<file path="config.mk">
export PLATFORM = sky130hd
export DESIGN_NAME = pipe_stage_reg
export DESIGN_NICKNAME = d
export VERILOG_FILES = /design/src/rtl/pipe_stage_reg.sv
export SDC_FILE = /design/constraint.sdc
export NUM_CORES = 1
export LEC_CHECK = 0
export ABC_AREA = 1
export ABC_CLOCK_PERIOD_IN_PS = 3600
export CAP_MARGIN = 20
export CORE_ASPECT_RATIO = 0.5
export CORE_MARGIN = 3
export CORE_UTILIZATION = 25
export CTS_BUF_LIST = sky130_fd_sc_hd__clkbuf_8
export CTS_CLUSTER_SIZE = 40
export DETAILED_ROUTE_END_ITERATION = 6
export PLACE_DENSITY_LB_ADDON = 0.1
export SYNTH_ARGS = -nofsm -noshare
export SYNTH_HDL_FRONTEND = slang
export SYNTH_SLANG_ARGS = --single-unit
</file>
<file path="constraint.sdc">
create_clock -name clk -period 3.6 [get_ports clk]
set_input_delay 0.36 -clock clk [delete_from_list [all_inputs] [get_ports clk]]
set_output_delay 0.36 -clock clk [all_outputs]
set_load 0.01 [all_outputs]
</file>
<file path="src/rtl/pipe_stage_reg.sv">
// Pipeline-stage register with a valid/ready handshake, an optional skid
// entry and a synchronous flush. Sits between CPU pipeline stages so that
// back-pressure and squash are handled here rather than by ad-hoc enables.
//
// The number of held entries doubles as the state: EMPTY, ONE or TWO.
// The second (skid) entry only exists when skid != 0; it lets in_ready come
// straight from a flop so that out_ready never reaches in_ready through
// logic. With skid == 0 the stage is a single entry and in_ready is
// combinational, which still sustains one transfer per cycle.
module pipe_stage_reg #(
    parameter int                width       = 32,
    parameter logic [width-1:0]  reset_value = '0,
    parameter int                skid        = 1
) (
    input  logic             clk,
    input  logic             rst,
    input  logic             flush,
    input  logic             in_valid,
    output logic             in_ready,
    input  logic [width-1:0] in_data,
    output logic             out_valid,
    input  logic             out_ready,
    output logic [width-1:0] out_data,
    output logic [1:0]       occupancy
);

    localparam logic [1:0] EMPTY = 2'd0;
    localparam logic [1:0] ONE   = 2'd1;
    localparam logic [1:0] TWO   = 2'd2;

    logic [1:0]       state_q;
    logic [1:0]       state_d;
    logic [width-1:0] main_q;
    logic [width-1:0] main_d;
    logic [width-1:0] skid_q;
    logic [width-1:0] skid_d;
    logic             in_fire;
    logic             out_fire;

    assign out_valid = (state_q != EMPTY);
    assign out_data  = main_q;
    assign occupancy = state_q;
    assign in_fire   = in_valid & in_ready;
    assign out_fire  = out_valid & out_ready;

    generate
        if (skid != 0) begin : g_registered_ready
            logic ready_q;

            // Ready is precomputed from the next occupancy so it never depends on out_ready this cycle
            always_ff @(posedge clk or negedge rst) begin
                if (!rst) begin
                    ready_q <= 1'b1;
                end else begin
                    ready_q <= (state_d != TWO);
                end
            end

            assign in_ready = ready_q;
        end else begin : g_comb_ready
            assign in_ready = ~out_valid | out_ready;
        end
    endgenerate

    // Next occupancy and entry contents; flush wins over everything and drops a same-cycle input
    always_comb begin
        state_d = state_q;
        main_d  = main_q;
        skid_d  = skid_q;

        if (flush) begin
            state_d = EMPTY;
            main_d  = reset_value;
            skid_d  = reset_value;
        end else begin
            case (state_q)
                EMPTY: begin
                    if (in_fire) begin
                        state_d = ONE;
                        main_d  = in_data;
                    end
                end
                ONE: begin
                    if (in_fire && out_fire) begin
                        main_d = in_data;
                    end else if (in_fire) begin
                        // Only reachable with a skid entry; the single-entry ready blocks this case
                        if (skid != 0) begin
                            state_d = TWO;
                            skid_d  = in_data;
                        end
                    end else if (out_fire) begin
                        state_d = EMPTY;
                    end
                end
                TWO: begin
                    if (out_fire) begin
                        state_d = ONE;
                        main_d  = skid_q;
                    end
                end
                default: begin
                    state_d = EMPTY;
                    main_d  = reset_value;
                    skid_d  = reset_value;
                end
            endcase
        end
    end

    // State and data registers; reset empties the stage immediately
    always_ff @(posedge clk or negedge rst) begin
        if (!rst) begin
            state_q <= EMPTY;
            main_q  <= reset_value;
            skid_q  <= reset_value;
        end else begin
            state_q <= state_d;
            main_q  <= main_d;
            skid_q  <= skid_d;
        end
    end

endmodule

</file>
# Word-level counts from Yosys, hierarchy flattened
# Index checks and enable logic that the tools add are counted.
# totals
regBits,67
inputBits,37
out_inout_bits,36
elab_cells,36
# classes
n_eq_ne,9
muxes,15
bitwise_logic,2
n_reduce_logical,6
# ops
cell,count
2-to-1 mux 32 bit,6
case mux 32 bit (3 select lines),1
case mux 32 bit (2 select lines),1
"inequality test 3 bit, second input constant",5
2-to-1 mux 2 bit,6
case mux 2 bit (3 select lines),1
AND reduction 3 bit,2
AND 1 bit,2
"== test 2 x 1 -> 1 bit, second input constant",1
"== test 2 bit, second input constant",1
logical NOT 2 bit,1
"inequality test 2 x 1 -> 1 bit, second input constant",1
"inequality test 2 bit, second input constant",1
nonzero test 2 bit,1
OR reduction 2 bit,1
logical AND 1 bit,1

# Logic depth before layout (Yosys ltp)
# Gate-level depths: netlist (run 1).
# depth
depth_word,8
mapped_depth,8

# Worst setup path after synthesis (run 1)
# Ideal clock, no wire load.
# synth_path
path_kind,register -> register
startpoint,register state_q[1] (netlist: occupancy[1])
endpoint,register main_q[0] (netlist: out_data[0])
setup_time_ns,0.119
arrival_ns,1.228
required_ns,3.481
slack_ns,2.254
path_stages_with_launch,9
n_path_buf,2
period_less_slack_ns,1.346
cell_sequence,dfrtp_1 -> buf_4 -> inv_2 -> nand2_1 -> nand3_2 -> nand2_2 -> buf_4 -> nand3_1 -> nand2_1
# synth_via
elab_chain_cells,5
elab_cells_between_ends,12
# synth_rtl
item,line,text
from (decl),31,logic [1:0] state_q;
from (signal assigned),118,state_q <= state_d;
nonzero test 2 bit (*),40,assign out_valid = (state_q != EMPTY);
via out_valid,21,"output logic out_valid,"
AND 1 bit (*),44,assign out_fire = out_valid & out_ready;
logical AND 1 bit,84,if (in_fire && out_fire) begin
inequality test 3 bit (no source line),--,
AND reduction 3 bit (no source line) (*),--,
to (signal assigned),115,main_q <= reset_value;
to (signal assigned),119,main_q <= main_d;
to (decl),33,logic [width-1:0] main_q;
# Mark *: on every way through the listed nets, which the timed path passes. The rest lies on a longest branch.
# A chain may end at the register's enable or synchronous reset.

# Worst setup path in the final report (run 1)
# layout_path
startpoint,register state_q[0] (netlist: occupancy[0])
endpoint,output out_valid
# layout_via
elab_chain_cells,1
# layout_rtl
item,line
nonzero test 2 bit,40
to (decl),21
# No other way between the ends.

==> run summary, run 1 <==
TritonCTS clock tree: built
Clk pwr share: 0.383
Post-Syn Instances: 437
Synth async-reset ratio: 1.00
Worst hold path type: primary input to asynchronous set/reset pin
Slew @ Worst Pin: 1020 ps
Final setup viols: 0
I/O pins: 73
Worst r2r path cells: 6
Die extent in x: 171 um
Dpl cells: 650
CP max stage cell: clkdlybuf4s50_1
R2r endpoint: out_data[2]$_DFFE_PN0P_
Status: finished clean
Worst rel slew slack: 0.318
Iteration-0 DRC Markers: 153
Initial Util: 0.261
Pwr Total: 1.79 mW
Post-synth EDFFs: 0
GRT Total Usage: 0.145
Rows: 29
Post_cts resized: 0
Final TNS setup: 0 ps
Die area: 15,100 um2
Port bufs: 72
Layout Skew: 9.14 ps
DP Wirelength: 6520 um
Startpoint Class: flip-flop
Syn_nets: 474
Slowest stage delay, CP: 560 ps
Worst Path Required: 3240 ps
GRT overflow: 0
Critical path, cell by cell: inv_2 -> nand2_1 -> clkdlybuf4s50_1
Finished Layout Cells: 665
Final Hold Viols: 0
Reg power frac: 0.453
RSZ-0062 raised after global routing: no
Layout cells sized above 1: 0.0667
Register area share after synthesis: 0.496
Final Util: 0.339
Unique masters post-synth: 19
Post-CTS Setup Repair Bufs: 0
Critical path type: flip-flop to output port
DRC: 0
CP Launch Point: occupancy[0]$_DFF_PN0_
CP arrival: 2050 ps
Post-DP Area: 4190 um2
Die height: 88.3 um
Hold Slack: 132 ps
Crit share post-route: 0.670
Worst setup endpoint: out_valid
Layout Cell Area excl Fill: 4390 um2
Reg2reg setup slack: 1340 ps
Pint: 1.29 mW
DRT Pass-1 Iters: 4
Final wirelength: 10,400 um
Syn Std Cell Area: 3380 um2
Post-route setup slack: 1190 ps
Routed Antenna Nets: 0
Combinational Power Share: 0.164
Worst path top cell family by delay: buffers and inverters
Initial antenna violation count: 0
NumNets Final: 528
Max-cap violations: 0
CP Capture Type: output port
Setup slack at placement: 1350 ps
CP Depth: 3
Via count: 3,172
Longest Clk Path Bufs: 2
Switching Power: 0.494 mW
CP Max Fanout: 35
H-tree level count: 3
Avg Inst Size Synth: 7.74 um2
Worst Path Buf+Inv: 2
CTS Buf Count: 9
WL per Instance: 15.6 um
CTS clk-pin slew, worst paths: 80 ps
Ant. Diodes: 0
Filler cells: 1,374
Commonest non-fill, non-tap cell in the layout: nand2_1
Most frequent cells in the layout: nand2_1, nand3_1, clkdlybuf4s50_1
Final Max Slew Viols: 0
Area growth syn-to-layout: 29.8%
Clk_lat worst skew: 350 ps
Reg-to-reg startpoint: occupancy[0]$_DFF_PN0_
Ys Warns: 0
Hold buffer count at cts: 0
Yosys reg bits: 67
Vias in the first global route: 3,061
Primary FF master, synth: dfrtp_1
Clock Tree Root: clkbuf_8
Peak supply drop: 0.157 mV
Fin crit period: 2410 ps
Highest clock rate: 415 MHz
Vias per cell: 4.77
Routability cong.: 0.758
Sw Share: 0.277
Largest net degree at the start of global routing: 68
Core box area: 13,000 um2
Pwr/cell area: 406 nW/um2
First-pass GRT wire length: 16,900 um
Clock Sinks: 67
Leakage: 2.23 nW
==> cell families (layout without fill, tap and decap cells) <==
family / after synthesis / after routing / synth area share
AO/OA/AOI/OAI: 2 / 2 / 0.00295
buffers and inverters: 42 / 100 / 0.0588
flip-flops: 67 / 67 / 0.496
AND/OR/NAND/NOR: 326 / 326 / 0.443
==> power by group through the flow <==
| stage | combinational (mW) | sequential (mW) | clock [mW] |
|---|---|---|---|
| 2_1_floorplan | 0.131 | 0.832 | 0 |
| 3_3_place_gp | 0.298 | 0.824 | 0 |
| 3_5_place_dp | 0.298 | 0.823 | 0 |
| 4_1_cts | 0.299 | 0.809 | 0.708 |
| 5_1_grt | 0.326 | 0.814 | 0.741 |
| 6_report | 0.293 | 0.809 | 0.684 |
==> cells in the mapped netlist, types with 2 or more instances <==
cell type | count | area, um2
clkbuf_1 | 14 | 52.6
nand3b_1 | 9 | 67.6
nor2_4 | 2 | 22.5
inv_1 | 5 | 18.8
dfrtp_1 | 66 | 1650
nand2_2 | 3 | 18.8
inv_2 | 2 | 7.51
buf_1 | 2 | 7.51
nor2_1 | 11 | 41.3
nand3_1 | 73 | 365
nand2_1 | 179 | 672
buf_2 | 12 | 60.1
nand4_1 | 46 | 288
nor2_2 | 2 | 12.5
buf_4 | 7 | 52.6
==> state kept, by name (all words and copies together) (netlist names) <==
register	count
in_ready	1
skid_q	32
out_data	32
occupancy	2
==> final cells by class <==
class	instances	area (um2)	area share
clock inverters	6	82.6	0.0188
repair buffers	78	763	0.174
well taps	170	213	0.0484
flip-flops and latches	67	1680	0.382
clock buffers	9	124	0.0282
multi-input cells	328	1510	0.343
inverters	7	26.3	0.00598
==> how the worst min path moves through the flow <==
stage,slack (ps),end,cells after the start
floorplan,60,occupancy[0]$_DFF_PN0_,0
global placement,460,skid_q[1]$_DFFE_PN0P_,2
detailed placement,460,skid_q[13]$_DFFE_PN0P_,2
CTS,160,out_data[25]$_DFFE_PN0P_,1
global route,200,out_data[27]$_DFFE_PN0P_,1
finish,130,out_data[25]$_DFFE_PN0P_,1
==> metal layers <==
layer  track usage  wire [um]  up-vias
met5             0          0        -
met3        0.0379        446        7
met2         0.223       4580       66
li1              -          -     1571
met1         0.205       5250     1528
met4        0.0361         89        0
No activity file was read; power rests on OpenSTA's default activity.
==> run 2: changes to the inputs <==
--- a/config.mk
+++ b/config.mk
@@ -6,7 +6,7 @@
 export NUM_CORES = 1
 export LEC_CHECK = 0
 export ABC_AREA = 1
-export ABC_CLOCK_PERIOD_IN_PS = 3600
+export ABC_CLOCK_PERIOD_IN_PS = 2070
 export CAP_MARGIN = 20
 export CORE_ASPECT_RATIO = 0.5
 export CORE_MARGIN = 3
==> constraint.sdc (replaced) <==
create_clock -name clk -period 2.07 [get_ports clk]
set_input_delay 0.207 -clock clk [delete_from_list [all_inputs] [get_ports clk]]
set_output_delay 0.207 -clock clk [all_outputs]
set_load 0.01 [all_outputs]
==> run summary, run 2 (same netlist as run 1, synthesis figures left out) <==
Largest net degree at the start of global routing: 37
Switching Power: 0.836 mW
Hold Slack: 368 ps
CP Capture Type: output port
Rows: 29
CTS clk-pin slew, worst paths: 70 ps
R2r endpoint: skid_q[28]$_DFFE_PN0P_
CTS Buf Count: 9
Final setup viols: 0
CP arrival: 1560 ps
Via count: 3,235
Pint: 2.09 mW
GRT Total Usage: 0.145
GRT overflow: 0
CP max stage cell: clkdlybuf4s50_1
Routability cong.: 0.759
Longest Clk Path Bufs: 2
Reg2reg setup slack: 590 ps
NumNets Final: 544
DRC: 0
Final Max Slew Viols: 0
Worst Path Buf+Inv: 2
H-tree level count: 3
Reg power frac: 0.479
Worst hold path type: primary input to asynchronous set/reset pin
Clock Tree Root: clkbuf_8
Area growth syn-to-layout: 33.4%
Critical path type: flip-flop to output port
CP Max Fanout: 5
Die area: 15,100 um2
Register area: 1680 um2
Most frequent cells in the layout: nand2_1, nand3_1, clkdlybuf4s50_1
Worst r2r path cells: 6
Pwr/cell area: 649 nW/um2
CP Launch Point: occupancy[1]$_DFF_PN0_
First-pass GRT wire length: 17,100 um
Post_cts resized: 0
Initial antenna violation count: 0
Layout cells sized above 1: 0.0922
Clk_lat worst skew: 340 ps
Layout Skew: 9.51 ps
Vias in the first global route: 3,112
Slew @ Worst Pin: 499 ps
Die extent in x: 171 um
Peak supply drop: 0.270 mV
Fin crit period: 1770 ps
Worst rel slew slack: 0.667
Commonest non-fill, non-tap cell in the layout: nand2_1
Highest clock rate: 565 MHz
Leakage: 2.30 nW
WL per Instance: 15.2 um
Die height: 88.3 um
Initial Util: 0.261
CP Depth: 3
Worst path top cell family by delay: buffers and inverters
Routed Antenna Nets: 0
Port bufs: 72
Vias per cell: 4.76
DP Wirelength: 7020 um
Post-CTS Setup Repair Bufs: 0
Slowest stage delay, CP: 550 ps
Clock Sinks: 67
Max-cap violations: 0
Reg-to-reg startpoint: occupancy[1]$_DFF_PN0_
Worst Path Required: 1860 ps
Critical path, cell by cell: inv_2 -> nand2_1 -> clkdlybuf4s50_1
Sw Share: 0.285
I/O pins: 73
Final Hold Viols: 0
Filler cells: 1,366
Combinational Power Share: 0.186
Clk pwr share: 0.334
Iteration-0 DRC Markers: 208
Final TNS setup: 0 ps
RSZ-0062 raised after global routing: no
Multi-input logic area: 1510 um2
Core box area: 13,000 um2
Ant. Diodes: 0
Startpoint Class: flip-flop
TritonCTS clock tree: built
Final wirelength: 10,400 um
DRT Pass-1 Iters: 4
Status: finished clean
Crit share post-route: 0.855
run 2: cell type report:
| type | count | share of cell area |
|---|---|---|
| Clock buffer | 11 | 0.0335 |
| Clock inverter | 3 | 0.00360 |
| Inverter | 7 | 0.00582 |
| Multi-Input combinational cell | 328 | 0.334 |
| Sequential cell | 67 | 0.372 |
| Tap cell | 170 | 0.0471 |
| Timing Repair Buffer | 94 | 0.204 |
run 2: worst max path at each step:
stage	slack (ps)	endpoint
after floorplan	720	out_data[0]$_DFFE_PN0P_
after detailed placement	420	skid_q[23]$_DFFE_PN0P_
final	300	out_valid
after global routing	190	out_valid
after global placement	410	skid_q[28]$_DFFE_PN0P_
after CTS	250	out_valid
run 2: layer usage:
layer,share of wire,GRT usage,wire length (um)
met1,0.51,0.211,5300
met4,0.0090,0.0331,93
met5,0,0,0
met2,0.43,0.216,4470
met3,0.049,0.0384,512
run 2: stage by stage:
step                      utilization  cell area, um2  power, mW  instances  setup slack [ps]
final                           0.349            4520       2.93        680               300
after global routing            0.349            4520       3.11        680               191
after CTS                       0.349            4520       2.99        680               250
after detailed placement        0.335            4340       1.98        665               415
after global placement          0.335            4340       1.99        665               413
after floorplan                     -            3380       1.67        437               724
run 2: power groups by stage:
stage	logic, mW	clock network (mW)	registers [mW]
after global routing	0.607	1.08	1.41
final	0.546	0.979	1.40
after floorplan	0.228	0	1.45
after detailed placement	0.553	0	1.43
after CTS	0.557	1.03	1.41
after global placement	0.557	0	1.43
run 2: timing repair:
action                                 4_1_cts  5_1_grt
hold buffers                                 1        0
setup endpoints to repair                    0        0
endpoints found under the hold margin       33        0
run 2: worst reg2reg max path, delay by kind of cell, from the launching register on:
| kind | cells | cell delay, ps |
|---|---|---|
| simple gates | 4 | 590 |
| flops | 1 | 450 |
| buf+inv | 2 | 370 |
==> run 3: changes to the inputs <==
--- a/config.mk
+++ b/config.mk
@@ -9,7 +9,7 @@
 export ABC_CLOCK_PERIOD_IN_PS = 2070
 export CAP_MARGIN = 20
 export CORE_ASPECT_RATIO = 0.5
-export CORE_MARGIN = 3
+export CORE_MARGIN = 5
 export CORE_UTILIZATION = 25
 export CTS_BUF_LIST = sky130_fd_sc_hd__clkbuf_8
 export CTS_CLUSTER_SIZE = 40
==> run summary, run 3 (same netlist as run 1, synthesis figures left out) <==
Fin crit period: 1810 ps
Worst r2r path cells: 6
Post-CTS Setup Repair Bufs: 0
Clock Tree Root: clkbuf_8
Final setup viols: 0
Reg power frac: 0.457
Vias per cell: 4.65
I/O pins: 73
Pint: 2.19 mW
Worst hold path type: primary input to asynchronous set/reset pin
Layout Cell Area excl Fill: 4510 um2
GRT overflow: 0
GRT Total Usage: 0.134
Critical path type: flip-flop to output port
Sw Share: 0.287
Commonest non-fill, non-tap cell in the layout: nand2_1
Die extent in x: 175 um
Startpoint Class: flip-flop
Finished Layout Cells: 680
Rows: 30
Post-DP Area: 4300 um2
Switching Power: 0.882 mW
Leakage: 2.28 nW
Highest clock rate: 554 MHz
Clk pwr share: 0.369
CP arrival: 1600 ps
Pwr Total: 3.07 mW
Worst Path Required: 1860 ps
Final TNS setup: 0 ps
DRT Pass-1 Iters: 4
CP Capture Type: output port
Pwr/cell area: 681 nW/um2
Final Hold Viols: 0
Most frequent cells in the layout: nand2_1, nand3_1, clkdlybuf4s50_1
RSZ-0062 raised after global routing: no
WL per Instance: 15.4 um
Dpl cells: 663
Met3 Usage GRT: 0.0383
Longest Clk Path Bufs: 2
Final wirelength: 10,500 um
Max-cap violations: 0
DP Wirelength: 6470 um
Iteration-0 DRC Markers: 190
CTS Buf Count: 9
Status: finished clean
Crit share post-route: 0.872
Port bufs: 72
Layout cells sized above 1: 0.0833
CTS clk-pin slew, worst paths: 80 ps
Ant. Diodes: 0
DRC: 0
Area growth syn-to-layout: 33.2%
TritonCTS clock tree: built
Final Max Slew Viols: 0
Core box area: 13,400 um2
Largest net degree at the start of global routing: 68
CP Max Fanout: 14
Clk_lat worst skew: 350 ps
Slew @ Worst Pin: 714 ps
Via count: 3,165
NumNets Final: 536
Peak supply drop: 0.365 mV
Post_cts resized: 0
Routed Antenna Nets: 0
Most Crowded Layer GR: met2
M1 GR Usage: 0.179
Combinational Power Share: 0.174
Die area: 16,100 um2
Layout Skew: 15.8 ps
Vias in the first global route: 3,285
First-pass GRT wire length: 17,200 um
Routability cong.: 0.716
Die height: 92.3 um
Initial antenna violation count: 0
Clock Sinks: 67
Worst rel slew slack: 0.522
Initial Util: 0.253
H-tree level count: 3
Met2 Use GR: 0.215
[run 3: cell count changes in the layout (fill, tap and decap cells not counted), sizes merged]
cell,previous run,this run
bufinv,0,1
clkbuf,11,10
clkinv,1,4
inv,8,7
buf,22,14
[run 3: power by group through the flow]
stage | sequential (mW) | clock (mW) | combinational (mW)
6_report | 1.40 | 1.13 | 0.535
5_1_grt | 1.41 | 1.24 | 0.589
4_1_cts | 1.40 | 1.17 | 0.547
3_5_place_dp | 1.43 | 0 | 0.544
3_3_place_gp | 1.43 | 0 | 0.547
2_1_floorplan | 1.45 | 0 | 0.228
[run 3: per-layer routing]
layer	vias up	wire length [um]	share of wire
met5	-	0	0
met4	0	113	0.011
met3	10	353	0.034
met2	52	4770	0.46
met1	1512	5230	0.50
li1	1591	-	-
[run 3: path summary, 6_finish.rpt]
path                                   startpoint                      end  slack (ps)
hold reg to reg            skid_q[20]$_DFFE_PN0P_   skid_q[20]$_DFFE_PN0P_         470
hold / removal                                rst  out_data[4]$_DFFE_PN0P_         410
min in group clk                      in_data[15]   skid_q[15]$_DFFE_PN0P_         450
max in group asynchronous                     rst       in_ready$_DFF_PN1_        1330
setup reg to reg           occupancy[1]$_DFF_PN0_   skid_q[29]$_DFFE_PN0P_         350
setup / recovery           occupancy[1]$_DFF_PN0_             occupancy[1]         260
[run 3: cell type report]
| cell class | instances | area [um2] |
|---|---|---|
| inverters | 7 | 26.3 |
| clock inverters | 6 | 65.1 |
| clock buffers | 10 | 138 |
| fillers | 1435 | 8890 |
| repair buffers | 86 | 873 |
| multi-input cells | 328 | 1510 |
| well taps | 176 | 220 |
| flip-flops and latches | 67 | 1680 |
[run 3: critical path, cell delays in order, from the launching register on]
cell	delay, ps
dfrtp_1	420
buf_4	250
clkdlybuf4s50_1	580
[run 3: what timing repair did]
action,4_1_cts,5_1_grt
endpoints found under the hold margin,66,0
endpoints found under the setup margin,0,0
hold buffers,1,0
[run 3: stage by stage]
stage               worst slack (ps)  utilization  hold WS (ps)
floorplan                        724            -         -88.6
global placement                 353        0.321           268
detailed placement               351        0.321           270
CTS                              228        0.336           408
global route                     155        0.336           437
finish                           265        0.336           409
